--- config.mk ---
export PLATFORM = sky130hd
export DESIGN_NAME = fir_mac_nch
export DESIGN_NICKNAME = d
export VERILOG_FILES = /design/src/rtl/fir_mac_nch.sv
export SDC_FILE = /design/constraint.sdc
export NUM_CORES = 2
export LEC_CHECK = 0
export CORE_UTILIZATION = 65
export DETAILED_ROUTE_END_ITERATION = 8
export GPL_ROUTABILITY_DRIVEN = 0
export PLACE_DENSITY = 0.88
export SKIP_CTS_REPAIR_TIMING = 1
export SLEW_MARGIN = 20
export SYNTH_ARGS = -nofsm -noshare
export SYNTH_HDL_FRONTEND = slang
export SYNTH_SLANG_ARGS = --single-unit
export TNS_END_PERCENT = 30
--- constraint.sdc ---
create_clock -name clk -period 11.2 [get_ports clk]
set_clock_uncertainty 0.1 [all_clocks]
set_input_delay 1.68 -clock clk [delete_from_list [all_inputs] [get_ports clk]]
set_output_delay 1.68 -clock clk [all_outputs]
set_load 0.05 [all_outputs]
--- src/rtl/fir_mac_nch.sv ---
// fir_mac_nch: one coefficient ROM stream shared by NUM_CH channel MACs. The sample
// stream comes from a circular queue. Each pass produces scaled, saturated results.
// Latency: out_vld rises 2 cycles after the first cycle in which seq is low.
// Backpressure: none. The queue paces the pass with seq, and seq is ignored outside IDLE/PRIME/ACC.
//
// Ports:
//   clk, rst_n        rising-edge clock, synchronous active-low reset
//   seq               high while the queue streams one sample per cycle
//   smp_in            NUM_CH packed signed samples, channel c at [c*DATA_W +: DATA_W]
//   coef_addr         registered coefficient ROM address
//   coef_in           signed ROM data, valid one cycle after coef_addr
//   smp_out, out_vld  packed saturated results and their one-cycle valid pulse
//   busy              high whenever the engine is not in IDLE
//   tap_cnt           MACs performed in the current or last pass
//   ovr               sticky overrun flag, cleared at pass start
//
// Optional build macro: FIR_MAC_ROUND_EN selects round-half-up ahead of the
// output shift. Without it, the shift truncates.

module fir_mac_nch #(
  parameter int NUM_CH     = 2,
  parameter int DATA_W     = 16,
  parameter int COEF_W     = 16,
  parameter int ADDR_W     = 10,
  parameter int GUARD_W    = 4,
  parameter int FRAC_SHIFT = 15
) (
  input  logic                     clk,
  input  logic                     rst_n,
  input  logic                     seq,
  input  logic [NUM_CH*DATA_W-1:0] smp_in,
  output logic [ADDR_W-1:0]        coef_addr,
  input  logic [COEF_W-1:0]        coef_in,
  output logic [NUM_CH*DATA_W-1:0] smp_out,
  output logic                     out_vld,
  output logic                     busy,
  output logic [ADDR_W:0]          tap_cnt,
  output logic                     ovr
);

  localparam int PROD_W = COEF_W + DATA_W;
  localparam int ACC_W  = DATA_W + COEF_W + GUARD_W;

  // A full ROM's worth of taps. Reaching this count with seq still high is an overrun.
  localparam logic [ADDR_W:0] MAX_TAPS = {1'b1, {ADDR_W{1'b0}}};

  // Output clamp limits, expressed at accumulator width for direct comparison.
  localparam logic signed [ACC_W-1:0] SAT_MAX =
    {{(ACC_W-DATA_W+1){1'b0}}, {(DATA_W-1){1'b1}}};
  localparam logic signed [ACC_W-1:0] SAT_MIN =
    {{(ACC_W-DATA_W+1){1'b1}}, {(DATA_W-1){1'b0}}};

`ifdef FIR_MAC_ROUND_EN
  localparam logic signed [ACC_W-1:0] RND_K =
    {{(ACC_W-1){1'b0}}, 1'b1} << (FRAC_SHIFT-1);
`endif

  typedef enum logic [1:0] {
    S_IDLE,
    S_PRIME,
    S_ACC,
    S_OUT
  } state_t;

  state_t                    state_q, state_d;
  logic [ADDR_W-1:0]         coef_addr_q, coef_addr_d;
  logic [ADDR_W:0]           tap_cnt_q, tap_cnt_d;
  logic                      ovr_q, ovr_d;
  logic [NUM_CH*DATA_W-1:0]  smp_out_q, smp_out_d;
  logic                      out_vld_q, out_vld_d;
  logic signed [ACC_W-1:0]   acc_q [NUM_CH];
  logic signed [ACC_W-1:0]   acc_d [NUM_CH];

  logic signed [PROD_W-1:0]  prod     [NUM_CH];
  logic signed [ACC_W-1:0]   prod_ext [NUM_CH];
  logic signed [ACC_W-1:0]   biased   [NUM_CH];
  logic signed [ACC_W-1:0]   shifted  [NUM_CH];
  logic        [DATA_W-1:0]  sat      [NUM_CH];

  // Per-channel datapath: the product feeds the MAC, and the scale-and-clamp path feeds OUT.
  always_comb begin
    for (int c = 0; c < NUM_CH; c++) begin
      prod[c]     = PROD_W'($signed(coef_in)) *
                    PROD_W'($signed(smp_in[c*DATA_W +: DATA_W]));
      prod_ext[c] = {{GUARD_W{prod[c][PROD_W-1]}}, prod[c]};
`ifdef FIR_MAC_ROUND_EN
      biased[c]   = acc_q[c] + RND_K;
`else
      biased[c]   = acc_q[c];
`endif
      shifted[c]  = biased[c] >>> FRAC_SHIFT;
      if (shifted[c] > SAT_MAX) begin
        sat[c] = SAT_MAX[DATA_W-1:0];
      end else if (shifted[c] < SAT_MIN) begin
        sat[c] = SAT_MIN[DATA_W-1:0];
      end else begin
        sat[c] = shifted[c][DATA_W-1:0];
      end
    end
  end

  // Next-state logic. Every register holds unless this process assigns it.
  always_comb begin
    state_d     = state_q;
    coef_addr_d = coef_addr_q;
    tap_cnt_d   = tap_cnt_q;
    ovr_d       = ovr_q;
    smp_out_d   = smp_out_q;
    out_vld_d   = 1'b0;
    acc_d       = acc_q;

    case (state_q)
      S_IDLE: begin
        coef_addr_d = '0;
        if (seq) begin
          for (int c = 0; c < NUM_CH; c++) begin
            acc_d[c] = '0;
          end
          tap_cnt_d   = '0;
          ovr_d       = 1'b0;
          // Address 0 was presented during IDLE, so coef[0] is on coef_in in PRIME.
          coef_addr_d = ADDR_W'(1);
          state_d     = S_PRIME;
        end
      end

      S_PRIME, S_ACC: begin
        if (seq) begin
          state_d = S_ACC;
          if (tap_cnt_q == MAX_TAPS) begin
            // Once the ROM is exhausted, further samples are dropped and the pass is marked.
            ovr_d       = 1'b1;
            coef_addr_d = '0;
          end else begin
            for (int c = 0; c < NUM_CH; c++) begin
              acc_d[c] = acc_q[c] + prod_ext[c];
            end
            tap_cnt_d   = tap_cnt_q + 1'b1;
            coef_addr_d = coef_addr_q + 1'b1;
          end
        end else begin
          coef_addr_d = '0;
          state_d     = S_OUT;
        end
      end

      S_OUT: begin
        for (int c = 0; c < NUM_CH; c++) begin
          smp_out_d[c*DATA_W +: DATA_W] = sat[c];
        end
        out_vld_d   = 1'b1;
        coef_addr_d = '0;
        state_d     = S_IDLE;
      end

      default: begin
        coef_addr_d = '0;
        state_d     = S_IDLE;
      end
    endcase
  end

  always_ff @(posedge clk) begin
    if (!rst_n) begin
      state_q     <= S_IDLE;
      coef_addr_q <= '0;
      tap_cnt_q   <= '0;
      ovr_q       <= 1'b0;
      smp_out_q   <= '0;
      out_vld_q   <= 1'b0;
      for (int c = 0; c < NUM_CH; c++) begin
        acc_q[c] <= '0;
      end
    end else begin
      state_q     <= state_d;
      coef_addr_q <= coef_addr_d;
      tap_cnt_q   <= tap_cnt_d;
      ovr_q       <= ovr_d;
      smp_out_q   <= smp_out_d;
      out_vld_q   <= out_vld_d;
      for (int c = 0; c < NUM_CH; c++) begin
        acc_q[c] <= acc_d[c];
      end
    end
  end

  assign coef_addr = coef_addr_q;
  assign tap_cnt   = tap_cnt_q;
  assign ovr       = ovr_q;
  assign smp_out   = smp_out_q;
  assign out_vld   = out_vld_q;
  assign busy      = (state_q != S_IDLE);

endmodule

## Yosys cells after proc, flatten, opt, wreduce, memory -nomap -nowiden

Cells that the tools add are included.

- Input bits: 51
- Logic and storage cells: 56
- Output and inout bits: 56
- Bits in registers: 129

- Add/sub/neg operators: 4
- $lt $le $gt $ge: 4
- Reductions and logical operators: 6
- Mux-type cells: 24
- Equal/unequal tests: 8
- Multipliers: 2

Operators with widths:

| cell | count |
|---|---|
| $mux 72 | 3 |
| $pmux 72 s2 | 1 |
| $add 36x32->36 | 2 |
| $mul 16x16->32 | 2 |
| $mux 16 | 4 |
| $gt 21x16->1 const B | 2 |
| $lt 21x16->1 const B | 2 |
| $mux 11 | 3 |
| $pmux 10 s3 | 1 |
| $pmux 11 s2 | 1 |
| $mux 10 | 2 |
| $add 11x1->11 const B | 1 |
| $eq 11x11->1 const B | 1 |
| $add 10x1->10 const B | 1 |
| $ne 2x2->1 const B | 4 |
| $reduce_and 4->1 | 2 |
| $mux 1 | 6 |
| $pmux 2 s3 | 1 |
| $eq 2x2->1 const B | 2 |
| $reduce_bool 2->1 | 2 |
| $eq 2x1->1 const B | 1 |
| $logic_not 2->1 | 1 |
| $mux 2 | 1 |
| $pmux 1 s2 | 1 |
| $reduce_or 2->1 | 1 |

## Depth between registers and ports, before layout

- Word-level depth: 5
- Mapped depth: 25
- Gate-level depth less buffers: 23

## Worst setup path after synthesis

No wires, ideal clock.

- Path type: in2reg
- Start: input coef_in[15]
- End: register acc_q[31] (netlist name)
- Data required time: 10.983 ns
- Slack: 3.395 ns
- Buffers on the path: 2
- Data arrival time: 7.588 ns
- Setup time: 0.117 ns
- Stages: 22
- Path through: clkbuf_1 -> clkbuf_1 -> nand2_1 -> fa_1 -> fa_1 -> fa_1 -> inv_1 -> fa_1 -> fa_1 -> inv_1 -> fa_1 -> inv_1 -> ha_1 -> a21o_1 -> a21o_1 -> a221o_1 -> a2111oi_2 -> nor2_2 -> a21oi_1 -> o21bai_1 -> xor2_1 -> a22o_1

- Longest elaborated chain between the ends: 5

Ends and longest elaborated chain:

| item | line | text |
|---|---|---|
| start: declaration | 33 | `input logic [COEF_W-1:0] coef_in,` |
| $mul 16x16->32 | 83 | `prod[c] = PROD_W'($signed(coef_in)) *` |
| $add 36x32->36 | 136 | `acc_d[c] = acc_q[c] + prod_ext[c];` |
| $mux 72 | 130 | `if (tap_cnt_q == MAX_TAPS) begin` |
| $mux 72 | 128 | `if (seq) begin` |
| $pmux 72 s2 | 112 | `case (state_q)` |
| end signal: indexed assignment | 182 | `acc_q[c] <= acc_d[c];` |
| end: declaration | 71 | `logic signed [ACC_W-1:0] acc_q [NUM_CH];` |

No other way between the ends. The select of a mux whose other input is x is not followed.
A chain may end at the register's enable or synchronous reset.

## Worst setup path after layout

- Start: input coef_in[15]
- End: register acc_q[24] (netlist name)

Same word-level chain as after synthesis.

==> results.sh <==
export IMPL_fin_tns_setup_ps=0
export IMPL_synth_compound_area_share_pct=7.54
export IMPL_arrival_ps=8890
export IMPL_synth_area_per_cell_sq_um=9.07
export IMPL_reg2reg_depth=19
export IMPL_ys_top_cells_by_count="781 x inv_1, 628 x fa_1, 313 x nand2_1"
export IMPL_grt_pass1_vias=23700
export IMPL_min_path_type="reg2reg"
export IMPL_layout_setup_ws_ps=2530
export IMPL_cts_buffers=17
export IMPL_port_buffers=106
export IMPL_antenna_found_initial=3
export IMPL_path_cells="clkdlybuf4s50_1, and2_1, inv_1, fa_1, inv_1, fa_1, inv_1, fa_1, inv_1, fa_1, fa_1, inv_1, fa_1, inv_1, ha_1, a21o_1, a21oi_1, o211ai_1, o211ai_1, and2_1, o21bai_1, a21oi_1, xor2_1, o21ai_0"
export IMPL_synth_cells=3103
export IMPL_status="finished, final reports clean"
export IMPL_synth_mux_area_share_pct=0.0712
export IMPL_io_pins=107
export IMPL_wire_per_inst_um=18.5
export IMPL_rsz0062_at_grt="false"
export IMPL_rows=75
export IMPL_yosysMostFrequentCell="inv_1"
export IMPL_clock_path_buffers=2
export IMPL_insertion_delay_ps=460
export IMPL_period_needed_ps=8670
export IMPL_area_growth_synth_to_final_pct=7.47
export IMPL_ctsRootBufferMaster="clkbuf_16"
export IMPL_critPathMaxStageDelay_ps=1050
export IMPL_synth_xor_xnor_area_share_pct=2.55
export IMPL_slew_headroom_pct=23.5
export IMPL_syn_area_sq_um=28100
export IMPL_cts_tree="yes"
export IMPL_post_dp_hpwl_um=54800
export IMPL_synthAdderAreaFrac_pct=54.4
export IMPL_endpoint_kind="register"
export IMPL_reg2reg_from="acc_q[51]$_SDFFE_PN0P_"
export IMPL_crit_type="in2reg"
export IMPL_cts_sinks=129
export IMPL_routed_via_density=5.78
export IMPL_setup_violations=0
export IMPL_synth_fp_nets=4001
export IMPL_async_flop_share_pct=0
export IMPL_synth_top_area_share_pct=44.7
export IMPL_multi_input_area_sq_um=22200
export IMPL_holdWs_ps=395
export IMPL_crit_required_ps=11420
export IMPL_fp_coreArea_sq_um=42300
export IMPL_ant_nets=0
export IMPL_regArea_sq_um=2580
export IMPL_via_count=21500
export IMPL_die_area_sq_um=44100
export IMPL_finalWirelength_um=69000
export IMPL_worstSetupStartpoint="coef_in[15]"
export IMPL_grt_overflow_total=0
export IMPL_fin_crit_sh_pct=77.4
export IMPL_finalHoldViolations=0
export IMPL_crit_path_start_kind="input port"
export IMPL_start_util_pct=66.5
export IMPL_drive_above_1_share_pct=2.16
export IMPL_pre_cts_ws_ps=2230
export IMPL_synthSimpleGateAreaFrac_pct=14.2
export IMPL_synth_edff_count=0
export IMPL_drv_slew=0
export IMPL_ys_warn_count=0
export IMPL_grtUsageTotal_pct=33.3
export IMPL_drtIter0Drc=1786
export IMPL_die_w_um=210
export IMPL_fin_cells=3725
export IMPL_yosysTopAreaCell="fa_1"
export IMPL_r2r_end="acc_q[66]$_SDFFE_PN0P_"
export IMPL_drc_errors=0
export IMPL_dp_cells=3689
export IMPL_htree_num_levels=4
export IMPL_grt_pass1_wl_um=115000
export IMPL_grt_max_degree=88
export IMPL_synth_seq_area_share_pct=9.18
export IMPL_path_clk_slew_ps=70
export IMPL_nNetsFinal=4029
export IMPL_synth_main_ff_cell="dfxtp_1"
export IMPL_hold_depth=2
export IMPL_endpoint="acc_q[24]$_SDFFE_PN0P_"
export IMPL_yosysUniqueCellTypes=61
export IMPL_ys_seq_elements=129
export IMPL_max_cap_violations=0
export IMPL_hold_start="acc_q[47]$_SDFFE_PN0P_"
export IMPL_ys_top_cells_by_area="fa_1 45%, inv_1 10%, ha_1 9.7%, dfxtp_1 9.2%, and2_1 5.6%"
export IMPL_worstPathMaxFanout=16
export IMPL_drt_pass1_iterations=6
export IMPL_critPathSlowestCell="clkdlybuf4s50_1"
export IMPL_fp_dieH_um=210
export IMPL_tightest_slew_ps=1140
export IMPL_fill_cells=2916
export IMPL_synth_top_family_by_area="adder cells"
export IMPL_r2r_setup_slack_ps=5140
export IMPL_fmax_mhz=115
-- metrics by stage --
step / cell area, sq um / util, %
after detailed placement: 29600 / 70.0
after CTS: 30200 / 71.4
after global placement: 29600 / 70.0
final: 30200 / 71.4
after floorplan: 28100 / -
after global routing: 30200 / 71.4
-- routing by layer --
layer / vias up / track usage (%) / wire [um]
li1: 9277 / - / -
met1: 10800 / 42.0 / 25400
met2: 1186 / 55.7 / 34300
met3: 241 / 6.66 / 6500
met4: 0 / 14.7 / 2850
met5: - / 0 / 0
-- registers in the layout (all words and copies together), names as in the netlist --
name,flops
acc_q,72
coef_addr,10
out_vld,1
ovr,1
smp_out,32
state_q,2
tap_cnt,11
-- worst min-delay path by stage --
stage / endpoint / slack (ps)
final: acc_q[47]$_SDFFE_PN0P_ / 390
after global routing: acc_q[47]$_SDFFE_PN0P_ / 410
after CTS: acc_q[47]$_SDFFE_PN0P_ / 390
after detailed placement: acc_q[12]$_SDFFE_PN0P_ / 370
after global placement: acc_q[50]$_SDFFE_PN0P_ / 350
after floorplan: acc_q[47]$_SDFFE_PN0P_ / 330
-- critical path: cells and delay by family --
family	cells	cell delay, ps
compound gates	7	1430
buf+inv	7	1470
xor+xnor	1	180
simple gates	2	570
fa+ha+maj	7	3530
-- cell families after synthesis --
logic type,Yosys count
AND/OR/NAND/NOR,809
flip-flops,129
adder cells (fa/ha/maj),847
buffers and inverters,900
XOR/XNOR,82
multiplexers,2
AO/OA/AOI/OAI,334
-- layout by cell type, fill, tap and decap left out, types with 3 or more instances in the layout --
| cell type | instances |
|---|---|
| o21ai_1 | 5 |
| a31o_2 | 3 |
| and3_1 | 9 |
| o2111ai_1 | 4 |
| inv_1 | 781 |
| buf_4 | 22 |
| nor2b_1 | 46 |
| a22oi_1 | 37 |
| a32o_1 | 3 |
| xnor2_1 | 42 |
| and2_1 | 254 |
| dfxtp_1 | 129 |
| clkdlybuf4s50_1 | 105 |
| o211ai_1 | 5 |
| o22ai_1 | 3 |
| nand2b_1 | 13 |
| a211oi_1 | 10 |
| o21bai_1 | 9 |
| xor2_1 | 40 |
| clkbuf_16 | 17 |
| o21ai_0 | 87 |
| nor4_1 | 3 |
| o31ai_1 | 5 |
| inv_8 | 5 |
| or3_1 | 13 |
| nand3_1 | 20 |
| ha_1 | 219 |
| inv_6 | 4 |
| nor2_1 | 108 |
| a31oi_1 | 4 |
| a21oi_1 | 97 |
| nand2_1 | 313 |
| a21o_1 | 25 |
| nand4_1 | 6 |
| diode_2 | 4 |
| o21a_1 | 9 |
| a21boi_0 | 6 |
| fa_1 | 628 |
| nor3_1 | 11 |
-- final cells by class --
cell class,count,area share (%)
antenna,4,0.0331
clock inverter,15,0.550
timing repair buffer,128,4.04
inverter,781,9.70
tap,577,2.39
clock buffer,17,1.41
multi-input combinational,2074,73.3
sequential,129,8.54
Power is not shown: default switching activity piles up to over one toggle a cycle in this logic, so the estimate is an artifact.
